$ cat src/rtl/axi4l_replayer.sv
// rtl/axi4l_replayer.sv - AXI4-Lite master that replays logged {rnw, addr, data} entries and checks reads
module axi4l_replayer #(
  parameter int unsigned ADDR_WIDTH     = 32,
  parameter int unsigned DATA_WIDTH     = 32,
  parameter int unsigned CHECK_READS    = 1,
  parameter int unsigned TIMEOUT_CYCLES = 1024,
  parameter int unsigned CNT_WIDTH      = 16
) (
  input  logic                    clk_axi,
  input  logic                    anrst_axi,

  input  logic                    cmd_valid,
  output logic                    cmd_ready,
  input  logic                    cmd_rnw,
  input  logic [ADDR_WIDTH-1:0]   cmd_addr,
  input  logic [DATA_WIDTH-1:0]   cmd_data,

  output logic [ADDR_WIDTH-1:0]   m_axi_awaddr,
  output logic [2:0]              m_axi_awprot,
  output logic                    m_axi_awvalid,
  input  logic                    m_axi_awready,
  output logic [DATA_WIDTH-1:0]   m_axi_wdata,
  output logic [DATA_WIDTH/8-1:0] m_axi_wstrb,
  output logic                    m_axi_wvalid,
  input  logic                    m_axi_wready,
  input  logic [1:0]              m_axi_bresp,
  input  logic                    m_axi_bvalid,
  output logic                    m_axi_bready,
  output logic [ADDR_WIDTH-1:0]   m_axi_araddr,
  output logic [2:0]              m_axi_arprot,
  output logic                    m_axi_arvalid,
  input  logic                    m_axi_arready,
  input  logic [DATA_WIDTH-1:0]   m_axi_rdata,
  input  logic [1:0]              m_axi_rresp,
  input  logic                    m_axi_rvalid,
  output logic                    m_axi_rready,

  input  logic                    clear,
  output logic                    busy,
  output logic                    done,
  output logic                    mismatch,
  output logic                    resp_err,
  output logic                    timeout,
  output logic                    sticky_err,
  output logic [CNT_WIDTH-1:0]    txn_cnt,
  output logic [CNT_WIDTH-1:0]    mismatch_cnt,
  output logic [ADDR_WIDTH-1:0]   last_mismatch_addr
);

  localparam int WAIT_W = $clog2(TIMEOUT_CYCLES + 1);
  localparam logic [WAIT_W-1:0] WAIT_LIMIT = WAIT_W'(TIMEOUT_CYCLES);
  localparam logic [WAIT_W-1:0] WAIT_PRE   = WAIT_W'(TIMEOUT_CYCLES - 1);

  typedef enum logic [2:0] {
    S_IDLE,
    S_WR_REQ,
    S_WR_RESP,
    S_RD_REQ,
    S_RD_DATA
  } state_t;

  state_t                r_state;
  logic [ADDR_WIDTH-1:0] r_addr;
  logic [DATA_WIDTH-1:0] r_data;
  logic                  r_awvalid;
  logic                  r_wvalid;
  logic                  r_bready;
  logic                  r_arvalid;
  logic                  r_rready;
  logic [WAIT_W-1:0]     r_wait;
  logic [CNT_WIDTH-1:0]  r_txn_cnt;
  logic [CNT_WIDTH-1:0]  r_mismatch_cnt;
  logic                  r_sticky;
  logic [ADDR_WIDTH-1:0] r_last_addr;

  logic w_aw_pend;
  logic w_w_pend;
  logic w_b_fire;
  logic w_r_fire;
  logic w_done;
  logic w_resp_err;
  logic w_mismatch;
  logic w_waiting;
  logic w_timeout;

  // A channel is still pending when its valid is up and the slave has not taken it this cycle.
  assign w_aw_pend  = r_awvalid && !m_axi_awready;
  assign w_w_pend   = r_wvalid && !m_axi_wready;
  assign w_b_fire   = (r_state == S_WR_RESP) && r_bready && m_axi_bvalid;
  assign w_r_fire   = (r_state == S_RD_DATA) && r_rready && m_axi_rvalid;
  assign w_done     = w_b_fire || w_r_fire;
  assign w_resp_err = (w_b_fire && (m_axi_bresp != 2'b00)) ||
                      (w_r_fire && (m_axi_rresp != 2'b00));
  assign w_mismatch = (CHECK_READS != 0) && w_r_fire && (m_axi_rdata != r_data);
  assign w_waiting  = (r_state != S_IDLE);
  // Fires in the cycle whose count step lands on the limit; the counter then holds there.
  assign w_timeout  = w_waiting && (r_wait == WAIT_PRE);

  assign cmd_ready          = (r_state == S_IDLE);
  assign busy               = w_waiting;
  assign done               = w_done;
  assign mismatch           = w_mismatch;
  assign resp_err           = w_resp_err;
  assign timeout            = w_timeout;
  assign sticky_err         = r_sticky;
  assign txn_cnt            = r_txn_cnt;
  assign mismatch_cnt       = r_mismatch_cnt;
  assign last_mismatch_addr = r_last_addr;

  assign m_axi_awaddr  = r_addr;
  assign m_axi_araddr  = r_addr;
  assign m_axi_wdata   = r_data;
  assign m_axi_awprot  = 3'b000;
  assign m_axi_arprot  = 3'b000;
  assign m_axi_wstrb   = '1;
  assign m_axi_awvalid = r_awvalid;
  assign m_axi_wvalid  = r_wvalid;
  assign m_axi_bready  = r_bready;
  assign m_axi_arvalid = r_arvalid;
  assign m_axi_rready  = r_rready;

  // Transaction FSM: latches the entry, then walks one AXI write or read to completion.
  always_ff @(posedge clk_axi or negedge anrst_axi) begin
    if (!anrst_axi) begin
      r_state   <= S_IDLE;
      r_addr    <= '0;
      r_data    <= '0;
      r_awvalid <= 1'b0;
      r_wvalid  <= 1'b0;
      r_bready  <= 1'b0;
      r_arvalid <= 1'b0;
      r_rready  <= 1'b0;
    end else begin
      case (r_state)
        S_IDLE: begin
          if (cmd_valid) begin
            r_addr <= cmd_addr;
            r_data <= cmd_data;
            if (cmd_rnw) begin
              r_arvalid <= 1'b1;
              r_state   <= S_RD_REQ;
            end else begin
              r_awvalid <= 1'b1;
              r_wvalid  <= 1'b1;
              r_state   <= S_WR_REQ;
            end
          end
        end
        S_WR_REQ: begin
          if (r_awvalid && m_axi_awready) r_awvalid <= 1'b0;
          if (r_wvalid && m_axi_wready)   r_wvalid  <= 1'b0;
          if (!w_aw_pend && !w_w_pend) begin
            r_bready <= 1'b1;
            r_state  <= S_WR_RESP;
          end
        end
        S_WR_RESP: begin
          if (m_axi_bvalid) begin
            r_bready <= 1'b0;
            r_state  <= S_IDLE;
          end
        end
        S_RD_REQ: begin
          if (m_axi_arready) begin
            r_arvalid <= 1'b0;
            r_rready  <= 1'b1;
            r_state   <= S_RD_DATA;
          end
        end
        S_RD_DATA: begin
          if (m_axi_rvalid) begin
            r_rready <= 1'b0;
            r_state  <= S_IDLE;
          end
        end
        default: r_state <= S_IDLE;
      endcase
    end
  end

  // Wait counter: runs while a transaction is outstanding, parks at the limit, zero again in IDLE.
  always_ff @(posedge clk_axi or negedge anrst_axi) begin
    if (!anrst_axi) begin
      r_wait <= '0;
    end else if (!w_waiting || w_done) begin
      r_wait <= '0;
    end else if (r_wait != WAIT_LIMIT) begin
      r_wait <= r_wait + WAIT_W'(1);
    end
  end

  // Status counters and sticky flag; clear takes priority over any same-cycle event.
  always_ff @(posedge clk_axi or negedge anrst_axi) begin
    if (!anrst_axi) begin
      r_txn_cnt      <= '0;
      r_mismatch_cnt <= '0;
      r_sticky       <= 1'b0;
    end else if (clear) begin
      r_txn_cnt      <= '0;
      r_mismatch_cnt <= '0;
      r_sticky       <= 1'b0;
    end else begin
      if (w_done && (r_txn_cnt != '1)) r_txn_cnt <= r_txn_cnt + CNT_WIDTH'(1);
      if (w_mismatch && (r_mismatch_cnt != '1)) r_mismatch_cnt <= r_mismatch_cnt + CNT_WIDTH'(1);
      if (w_mismatch || w_resp_err || w_timeout) r_sticky <= 1'b1;
    end
  end

  // Address of the most recent failed read compare; untouched by clear.
  always_ff @(posedge clk_axi or negedge anrst_axi) begin
    if (!anrst_axi) begin
      r_last_addr <= '0;
    end else if (w_mismatch) begin
      r_last_addr <= r_addr;
    end
  end

endmodule

$ cat config.mk
export PLATFORM = sky130hd
export DESIGN_NAME = axi4l_replayer
export DESIGN_NICKNAME = d
export VERILOG_FILES = /design/src/rtl/axi4l_replayer.sv
export SDC_FILE = /design/constraint.sdc
export NUM_CORES = 1
export LEC_CHECK = 0
export CORE_MARGIN = 2
export CORE_UTILIZATION = 47
export DETAILED_ROUTE_END_ITERATION = 16
export GPL_TIMING_DRIVEN = 1
export PLACE_DENSITY = 0.83
export RECOVER_POWER = 100
export SKIP_LAST_GASP = 1
export SLEW_MARGIN = 30
export SYNTH_ARGS = -nofsm -noshare
export SYNTH_HDL_FRONTEND = slang
export SYNTH_SLANG_ARGS = --single-unit
$ cat constraint.sdc
create_clock -name clk_axi -period 3.8 [get_ports clk_axi]
set_input_delay 0.57 -clock clk_axi [delete_from_list [all_inputs] [get_ports clk_axi]]
set_output_delay 0.57 -clock clk_axi [all_outputs]
set_load 0.005 [all_outputs]
==> results of run 1 <==
## critical path: cells and delay by family
kind,cells,cell delay [ns]
and+or+nand+nor,4,1.09
buffers and inverters,2,1.04
xor gates and xnor gates,1,0.15
## metal layers
metal,track usage,up-vias
li1,-,2572
met1,0.256,2745
met2,0.413,240
met3,0.0696,34
met4,0.0931,0
met5,0,-
## kinds of logic after synthesis
kind of cell    synth area share
flops                      0.525
simple gates               0.121
buf+inv                   0.0683
fa+ha+maj                0.00709
xor+xnor                  0.0633
mux                        0.159
other cells              0.00106
compound gates            0.0546
## through the flow
stage / cell area, um^2 / hold slack [ns]
final: 10300 / 0.498
after CTS: 10300 / 0.335
after floorplan: 7090 / 0.274
after detailed placement: 9770 / 0.494
after global placement: 9770 / 0.489
after global routing: 10300 / 0.517
## state kept, by name (all words and copies together) (netlist names)
name	count
m_axi_rready	1
m_axi_araddr	32
last_mismatch_addr	32
r_wait	11
m_axi_awvalid	1
sticky_err	1
m_axi_wvalid	1
r_state	3
m_axi_bready	1
m_axi_arvalid	1
mismatch_cnt	16
m_axi_wdata	32
txn_cnt	16
## cell usage in the layout, fill, tap and decap left out, types with 12 or more instances in the layout
master,count
mux2_2,98
o21ai_0,13
nor2_1,34
nand2_1,23
dfrtp_1,148
clkdlybuf4s50_1,108
dlygate4sd3_1,172
nand4_1,12
xor2_1,47
clkbuf_16,17
nand3_1,16
a21oi_1,25
o31ai_1,12
## power breakdown
part | switching, mW | internal (mW) | leakage (nW)
sequential | 0.478 | 2.07 | 1.90
clock | 0.617 | 0.924 | 0.268
combinational | 0.868 | 1.54 | 2.42
## area by class of cell
type,instances,area share
clock inverter,10,0.00815
tap,184,0.0224
multi-input combinational,381,0.282
clock buffer,21,0.0448
sequential,148,0.360
timing repair buffer,288,0.278
inverter,11,0.00401
## worst max path at each step
stage / end / from / cells past startpoint
global placement: mismatch / m_axi_rdata[2] / 7
detailed placement: mismatch / m_axi_rdata[2] / 7
floorplan: mismatch / m_axi_rdata[26] / 6
finish: mismatch / m_axi_rdata[2] / 7
global route: txn_cnt[8]$_DFFE_PN0P_ / r_state[0]$_DFFE_PN0P_ / 6
CTS: mismatch / m_axi_rdata[2] / 7
==> metrics.cfg, run 1 <==
[timing]
min_period_over_period = 0.899
post-route-worst-setup-slack_ns = 0.383
drv_slew = 141
hold_violations = 0
period_minus_slack_ns = 3.42
setup_tns_ns = 0
maxSlewHeadroom = -0.807
clock.fmax_mhz = 293
rsz0062_at_grt = false
finClkSkew_ns = 0.00766
setup_viol = 0
tightestPinTransition_ns = 2.71

[global_route]
grt_max_degree = 110
antenna_found_initial = 0
grt_pass1_vias = 5892
grt_overflow_total = 0
grt_usage = 0.231
grt_pass1_wl_mm = 29.5

[detailed_routing]
firstDrtPassIters = 4
drt_iter0_drc = 322
vias_per_cell = 5.36
wl_met3_mm = 1.48
drc = 0
route.detailed.wl_per_inst_um = 18.0
wl_met2_mm = 9.65
ant_nets = 0
num_vias = 5591
topRoutingLayerUsed = met4
wl_met1_mm = 7.14
wirelength_mm = 18.7

[logic_synthesis]
ys_async_sr_fraction = 1.00
synth_top_area_frac = 0.525
synth_ff_type = dfrtp_1
syn_area_per_cell_um2 = 11.8
ys_ff_latch = 148
netlist_instances = 597
synth-edff-count = 0
ys_types = 52
synthTopCellsByCount = dfrtp_1, mux2_2, buf_4, xor2_1, nor2_1
netlist_area_mm2 = 0.00706
synth_area_leaders = dfrtp_1, mux2_2, xor2_1
ys_seq_area_frac = 0.525
synth_warnings = 0
synth_top_area_cell = dfrtp_1
yosysMostFrequentCell = dfrtp_1

[floorplanning]
design.die.area_mm2 = 0.0160
start_util = 0.484
coreArea_mm2 = 0.0146
ioPinCount = 292
dieHeight_um = 127
num_rows = 44
fp.dieW_um = 127

[cts]
cts_max_path_buffers = 2
cts_buffers = 17
root_buffer = clkbuf_16
post_cts_resized = 0
cts.sinks = 148
cts_hold_buf = 0
clk_pin_slew_ns = 0.06
htreeDepth = 4
cts_tree = yes
post_cts_buffers = 0
clk_latency_ns = 0.41

[setup_path]
crit_required_ns = 3.23
reg2reg_to = txn_cnt[8]$_DFFE_PN0P_
end_kind = output pin
crit_fanout = 2
max_stage_delay_ns = 0.57
critPathArrivalTime_ns = 2.85
r2r_start = r_state[0]$_DFFE_PN0P_
r2r_slack_ns = 0.51
critPathLaunchType = input port
path_cells = dlygate4sd3_1 -> xor2_1 -> nor4_1 -> nand4_1 -> nor2_1 -> nor2_4 -> clkdlybuf4s50_1
worstSetupPathType = in -> out
ff2ff_path_depth = 6
cp_slowest_cell = dlygate4sd3_1

[cells_and_area]
diodes = 0
fill_cells = 1059
area_growth_pct = 45.8
fin_cells = 1043
drive_gt1_frac = 0.168
num-nets-final = 961
multi_input_area_mm2 = 0.00290
final_util = 0.705
ff_latch_area_mm2 = 0.00370

[min_path]
hold_depth = 1
hold_class = reg -> reg
min_from = last_mismatch_addr[0]$_DFFE_PN0P_
holdPathEnd = last_mismatch_addr[0]$_DFFE_PN0P_

[place]
dp_slack_ns = 0.605
port_buffers = 281
routabilityCongestion = 0.879
placed_cells = 1012
post-dp-hpwl_mm = 13.8

[power_and_ir_drop]
p_leak_nw = 4.59
power_mw = 6.50
peakVddDrop_mv = 0.442
p_per_area_mw_per_mm2 = 632

[job]
maxCapViolCount = 2

[status]
violations = capacitance limit, slew limit
outcome = finished, violations left

Note: power is estimated with default switching activity, not from simulation.
==> inputs of run 2 (changes only) <==
==> constraint.sdc (replaced) <==
create_clock -name clk_axi -period 3.8 [get_ports clk_axi]
set_input_delay 0.57 -clock clk_axi [delete_from_list [all_inputs] [get_ports clk_axi]]
set_output_delay 0.57 -clock clk_axi [all_outputs]
set_load 0.01 [all_outputs]
==> run 2 against run 1 <==
Effect of this change: the flow still finishes with violations (capacitance limit, slew limit); total power rose by 4.3%; global-route usage rose by 0.49 points; via count rose by 1.1%; sequential power barely moved; hold slack barely moved; routed wire length rose by 0.70%; critical path depth fell by 2; critical endpoint is now m_axi_wdata[21]$_DFFE_PN0P_.
==> metrics.cfg, run 2 (synthesis results as in run 1) <==
[status]
outcome = finished, violations left
violations = capacitance limit, slew limit

[power_and_ir_drop]
p_per_area_mw_per_mm2 = 659  ; +4.2%
p_leak_nw = 4.60  ; +0.15%
peakVddDrop_mv = 0.471  ; +6.4%

[place]
post-dp-hpwl_mm = 13.8  ; +0.38%
port_buffers = 281  ; unchanged
routabilityCongestion = 0.884  ; +0.48%
placed_cells = 1011  ; -0.099%

[setup_path]
worstSetupPathType = reg -> reg
critPathLaunchType = flop
crit_fanout = 36  ; +34
end_kind = flop
critPathArrivalTime_ns = 3.55  ; +0.70 ns
crit_required_ns = 4.09  ; +0.86 ns

[floorplanning]
start_util = 0.484  ; unchanged
ioPinCount = 292  ; unchanged
dieHeight_um = 127  ; unchanged
coreArea_mm2 = 0.0146  ; unchanged
design.die.area_mm2 = 0.0160  ; unchanged
num_rows = 44  ; unchanged
fp.dieW_um = 127  ; unchanged

[cts]
post_cts_resized = 0  ; unchanged
post_cts_buffers = 0  ; unchanged
root_buffer = clkbuf_16
clk_latency_ns = 0.41  ; about the same
cts.sinks = 148  ; unchanged
cts_buffers = 17  ; unchanged
htreeDepth = 4  ; unchanged
clk_pin_slew_ns = 0.06  ; about the same
cts_hold_buf = 0  ; unchanged
cts_tree = yes
cts_max_path_buffers = 2  ; unchanged

[detailed_routing]
route.detailed.wl_per_inst_um = 18.1  ; +0.80%
wirelength_mm = 18.9  ; +0.70%
num_vias = 5653  ; +1.1%
ant_nets = 0  ; unchanged
drc = 0  ; unchanged
vias_per_cell = 5.43  ; +1.2%
firstDrtPassIters = 4  ; unchanged
drt_iter0_drc = 365  ; +13%

[cells_and_area]
num-nets-final = 961  ; unchanged
layout_commonest_cell = dlygate4sd3_1
final_util = 0.706  ; +0.00103
layout_common_cells = dlygate4sd3_1, dfrtp_1, clkdlybuf4s50_1
fin_cells = 1042  ; -0.096%
area_growth_pct = 46.0
fill_cells = 1005  ; -5.1%
drive_gt1_frac = 0.161  ; -0.00680
diodes = 0  ; unchanged

[global_route]
grt_overflow_total = 0  ; unchanged
grt_max_degree = 130  ; +18%
grt_pass1_vias = 5873  ; -0.32%
grt_usage = 0.236  ; +0.00492
antenna_found_initial = 0  ; unchanged
grt_pass1_wl_mm = 30.0  ; +1.9%

[timing]
finClkSkew_ns = 0.00653  ; -0.00113 ns
maxSlewHeadroom = -0.672  ; +0.135
min_period_over_period = 0.857  ; -0.0423
period_minus_slack_ns = 3.26  ; -0.161 ns
setup_viol = 0  ; unchanged
rsz0062_at_grt = false
tightestPinTransition_ns = 2.51  ; -0.203 ns
setup_tns_ns = 0  ; unchanged
hold_violations = 0  ; unchanged
drv_slew = 74  ; -48%
clock.fmax_mhz = 307  ; +4.9%

[job]
maxCapViolCount = 2  ; unchanged

[min_path]
hold_class = reg -> reg

[run 2: metal layers]
metal / wire, um / global-route usage / share of wire / vias to the layer above
met5: 0 / 0 / 0 / -
met4: 466 / 0.0905 / 0.025 / 0
met3: 1470 / 0.0679 / 0.078 / 31
met2: 9830 / 0.422 / 0.52 / 256
met1: 7090 / 0.265 / 0.38 / 2792
li1: - / - / - / 2574
[run 2: through the flow]
stage	area, um^2	hold WS [ns]	worst slack [ns]	total power [mW]
finish	10300	0.498	0.544	6.78
global route	10300	0.518	0.323	7.16
CTS	10300	0.311	0.603	7.13
detailed placement	9770	0.495	0.622	5.54
global placement	9760	0.489	0.596	5.44
floorplan	7090	0.274	1.63	4.02
[run 2: worst paths after layout]
check	start	end	slack, ns	cells past startpoint
max	r_state[0]$_DFFE_PN0P_	m_axi_wdata[21]$_DFFE_PN0P_	0.54	5
min	last_mismatch_addr[2]$_DFFE_PN0P_	last_mismatch_addr[2]$_DFFE_PN0P_	0.50	1
min reg2reg	last_mismatch_addr[2]$_DFFE_PN0P_	last_mismatch_addr[2]$_DFFE_PN0P_	0.50	1
min in group asynchronous	anrst_axi	txn_cnt[9]$_DFFE_PN0P_	0.93	1
max reg2reg	r_state[0]$_DFFE_PN0P_	m_axi_wdata[21]$_DFFE_PN0P_	0.54	5
max in group asynchronous	anrst_axi	m_axi_wdata[24]$_DFFE_PN0P_	1.04	3
[run 2: report_power, final]
part / total [mW] / switching (mW) / leakage (nW) / internal [mW]
logic: 2.68 / 1.12 / 2.43 / 1.56
clock network: 1.55 / 0.593 / 0.266 / 0.961
registers: 2.55 / 0.479 / 1.90 / 2.07
total: 6.78 / 2.19 / 4.60 / 4.59
[run 2: worst max-delay path, stage by stage (launching register included)]
cell and delay [ns]:
dfrtp_1 0.54, or3_1 0.53, inv_1 0.16, and2_1 1.19
buf_12 0.32, mux2_2 0.37
[run 2: cell type report]
type / instances / area, um^2 / area share
multi-input combinational: 381 / 2900 / 0.281
inverter: 11 / 41.3 / 0.00401
clock inverter: 4 / 47.5 / 0.00462
timing repair buffer: 288 / 2880 / 0.280
tap: 184 / 230 / 0.0224
sequential: 148 / 3700 / 0.360
clock buffer: 26 / 499 / 0.0485
==> inputs of run 3 (changes only) <==
CORE_MARGIN = 1.5   (was 2)
==> run 3 against run 2 <==
Effect of this change: the run still ends with capacitance limit, slew limit left; largest cell class unchanged; critical path depth up 2; via count down 0.85%; clock skew up 0.00070 ns; combinational power down 1%.
==> metrics.cfg, run 3 (synthesis results as in run 1) <==
[status]
outcome = finished, violations left
violations = capacitance limit, slew limit

[detailed_routing]
wl_met2_mm = 9.62  ; -2.2%
drt_iter0_drc = 218  ; -40%
firstDrtPassIters = 4  ; unchanged
num_vias = 5605  ; -0.85%
vias_per_cell = 5.37  ; -1.0%
topRoutingLayerUsed = met4
wl_met3_mm = 1.27  ; -13%
drc = 0  ; unchanged
wl_met1_mm = 7.15  ; +0.73%
route.detailed.wl_per_inst_um = 17.6  ; -2.6%
wirelength_mm = 18.4  ; -2.4%
ant_nets = 0  ; unchanged

[power_and_ir_drop]
peakVddDrop_mv = 0.520  ; +11%
power_mw = 6.83  ; +0.63%
p_per_area_mw_per_mm2 = 662  ; +0.53%
p_leak_nw = 4.59  ; about the same

[setup_path]
worstSetupPathType = in -> out
crit_required_ns = 3.23  ; -0.86 ns
critPathArrivalTime_ns = 2.83  ; -0.72 ns
end_kind = output pin
ff2ff_path_depth = 6  ; +1
r2r_slack_ns = 0.46  ; -0.08 ns
crit_fanout = 3  ; -92%
critPathLaunchType = input port

[floorplanning]
num_rows = 44  ; unchanged
fp.dieW_um = 126  ; -0.79%
ioPinCount = 292  ; unchanged
design.die.area_mm2 = 0.0158  ; -1.6%
coreArea_mm2 = 0.0146  ; unchanged
start_util = 0.484  ; unchanged
dieHeight_um = 126  ; -0.79%

[cts]
cts_buffers = 17  ; unchanged
cts.sinks = 148  ; unchanged
htreeDepth = 4  ; unchanged
post_cts_buffers = 0  ; unchanged
cts_hold_buf = 0  ; unchanged
cts_tree = yes
clk_latency_ns = 0.42  ; about the same
clk_pin_slew_ns = 0.06  ; about the same
post_cts_resized = 0  ; unchanged
cts_max_path_buffers = 2  ; unchanged
root_buffer = clkbuf_16

[timing]
finClkSkew_ns = 0.00724  ; +0.000704 ns
setup_tns_ns = 0  ; unchanged
maxSlewHeadroom = -0.758  ; -0.0859
setup_viol = 0  ; unchanged
rsz0062_at_grt = false
tightestPinTransition_ns = 2.64  ; +0.129 ns
holdWs_ns = 0.501  ; +0.00361 ns
clock.fmax_mhz = 294  ; -4.3%
hold_violations = 0  ; unchanged
min_period_over_period = 0.895  ; +0.0381
drv_slew = 111  ; +50%
period_minus_slack_ns = 3.40  ; +0.145 ns

[job]
maxCapViolCount = 2  ; unchanged

[global_route]
grt_pass1_wl_mm = 29.4  ; -2.0%
antenna_found_initial = 0  ; unchanged
grt_overflow_total = 0  ; unchanged
grt_usage = 0.234  ; -0.00135
grt_pass1_vias = 5696  ; -3.0%
grt_max_degree = 110  ; -15%

[cells_and_area]
fin_area_mm2 = 0.0103  ; about the same
diodes = 0  ; unchanged
area_growth_pct = 46.1  ; about the same
num-nets-final = 961  ; unchanged
layout_common_cells = dlygate4sd3_1, dfrtp_1, clkdlybuf4s50_1
drive_gt1_frac = 0.172  ; +0.0113
layout_commonest_cell = dlygate4sd3_1

[min_path]
hold_depth = 1  ; unchanged
hold_class = reg -> reg

[place]
routabilityCongestion = 0.860  ; -2.7%
place_area_mm2 = 0.00977  ; about the same
port_buffers = 281  ; unchanged
post-dp-hpwl_mm = 13.7  ; -1.1%

## run 3: cell types whose count changed in the layout (fill, tap and decap cells not counted), moves of 2 or more
cell	delta
clkinv_4	+4
clkinvlp_4	+3
clkbuf_1	-6
inv_6	+2
clkbuf_8	-4
clkbuf_2	+3
## run 3: worst max-delay path, cell delays in order
cell and delay, ns:
dlygate4sd3_1 0.55, xor2_1 0.14, nor4_1 0.39, nand4_1 0.19
nor2_1 0.40, nor2_4 0.08, clkdlybuf4s50_1 0.51
## run 3: cell type report
cell class,count,area [um^2]
repair buffers,288,2850
multi-input cells,381,2910
flip-flops and latches,148,3700
clock buffers,17,425
inverters,11,41.3
fillers,1037,4280
clock inverters,15,158
well taps,184,230
## run 3: metal layers
metal  GRT usage  vias up
li1            -     2574
met1       0.273     2766
met2       0.412      232
met3      0.0642       33
met4      0.0862        0
met5           0        -
## run 3: final timing paths
| kind | start | endpoint |
|---|---|---|
| hold reg to reg | last_mismatch_addr[3]$_DFFE_PN0P_ | last_mismatch_addr[3]$_DFFE_PN0P_ |
| max in group asynchronous | anrst_axi | m_axi_araddr[6]$_DFFE_PN0P_ |
| setup reg to reg | r_state[0]$_DFFE_PN0P_ | txn_cnt[8]$_DFFE_PN0P_ |
| min in group asynchronous | anrst_axi | txn_cnt[6]$_DFFE_PN0P_ |
| hold / removal | last_mismatch_addr[3]$_DFFE_PN0P_ | last_mismatch_addr[3]$_DFFE_PN0P_ |
| setup / recovery | m_axi_rdata[2] | mismatch |
## run 3: report_power, final
part	leakage, nW	switching, mW	internal (mW)
combinational	2.42	1.10	1.54
clock	0.276	0.670	0.969
sequential	1.90	0.473	2.07
total	4.59	2.25	4.58
## run 3: through the flow
stage               setup slack [ns]  std cells   util
floorplan                       1.63        605      -
global placement               0.530       1012  0.670
detailed placement             0.566       1012  0.670
CTS                            0.541       1044  0.710
global route                   0.259       1044  0.707
finish                         0.399       1044  0.707
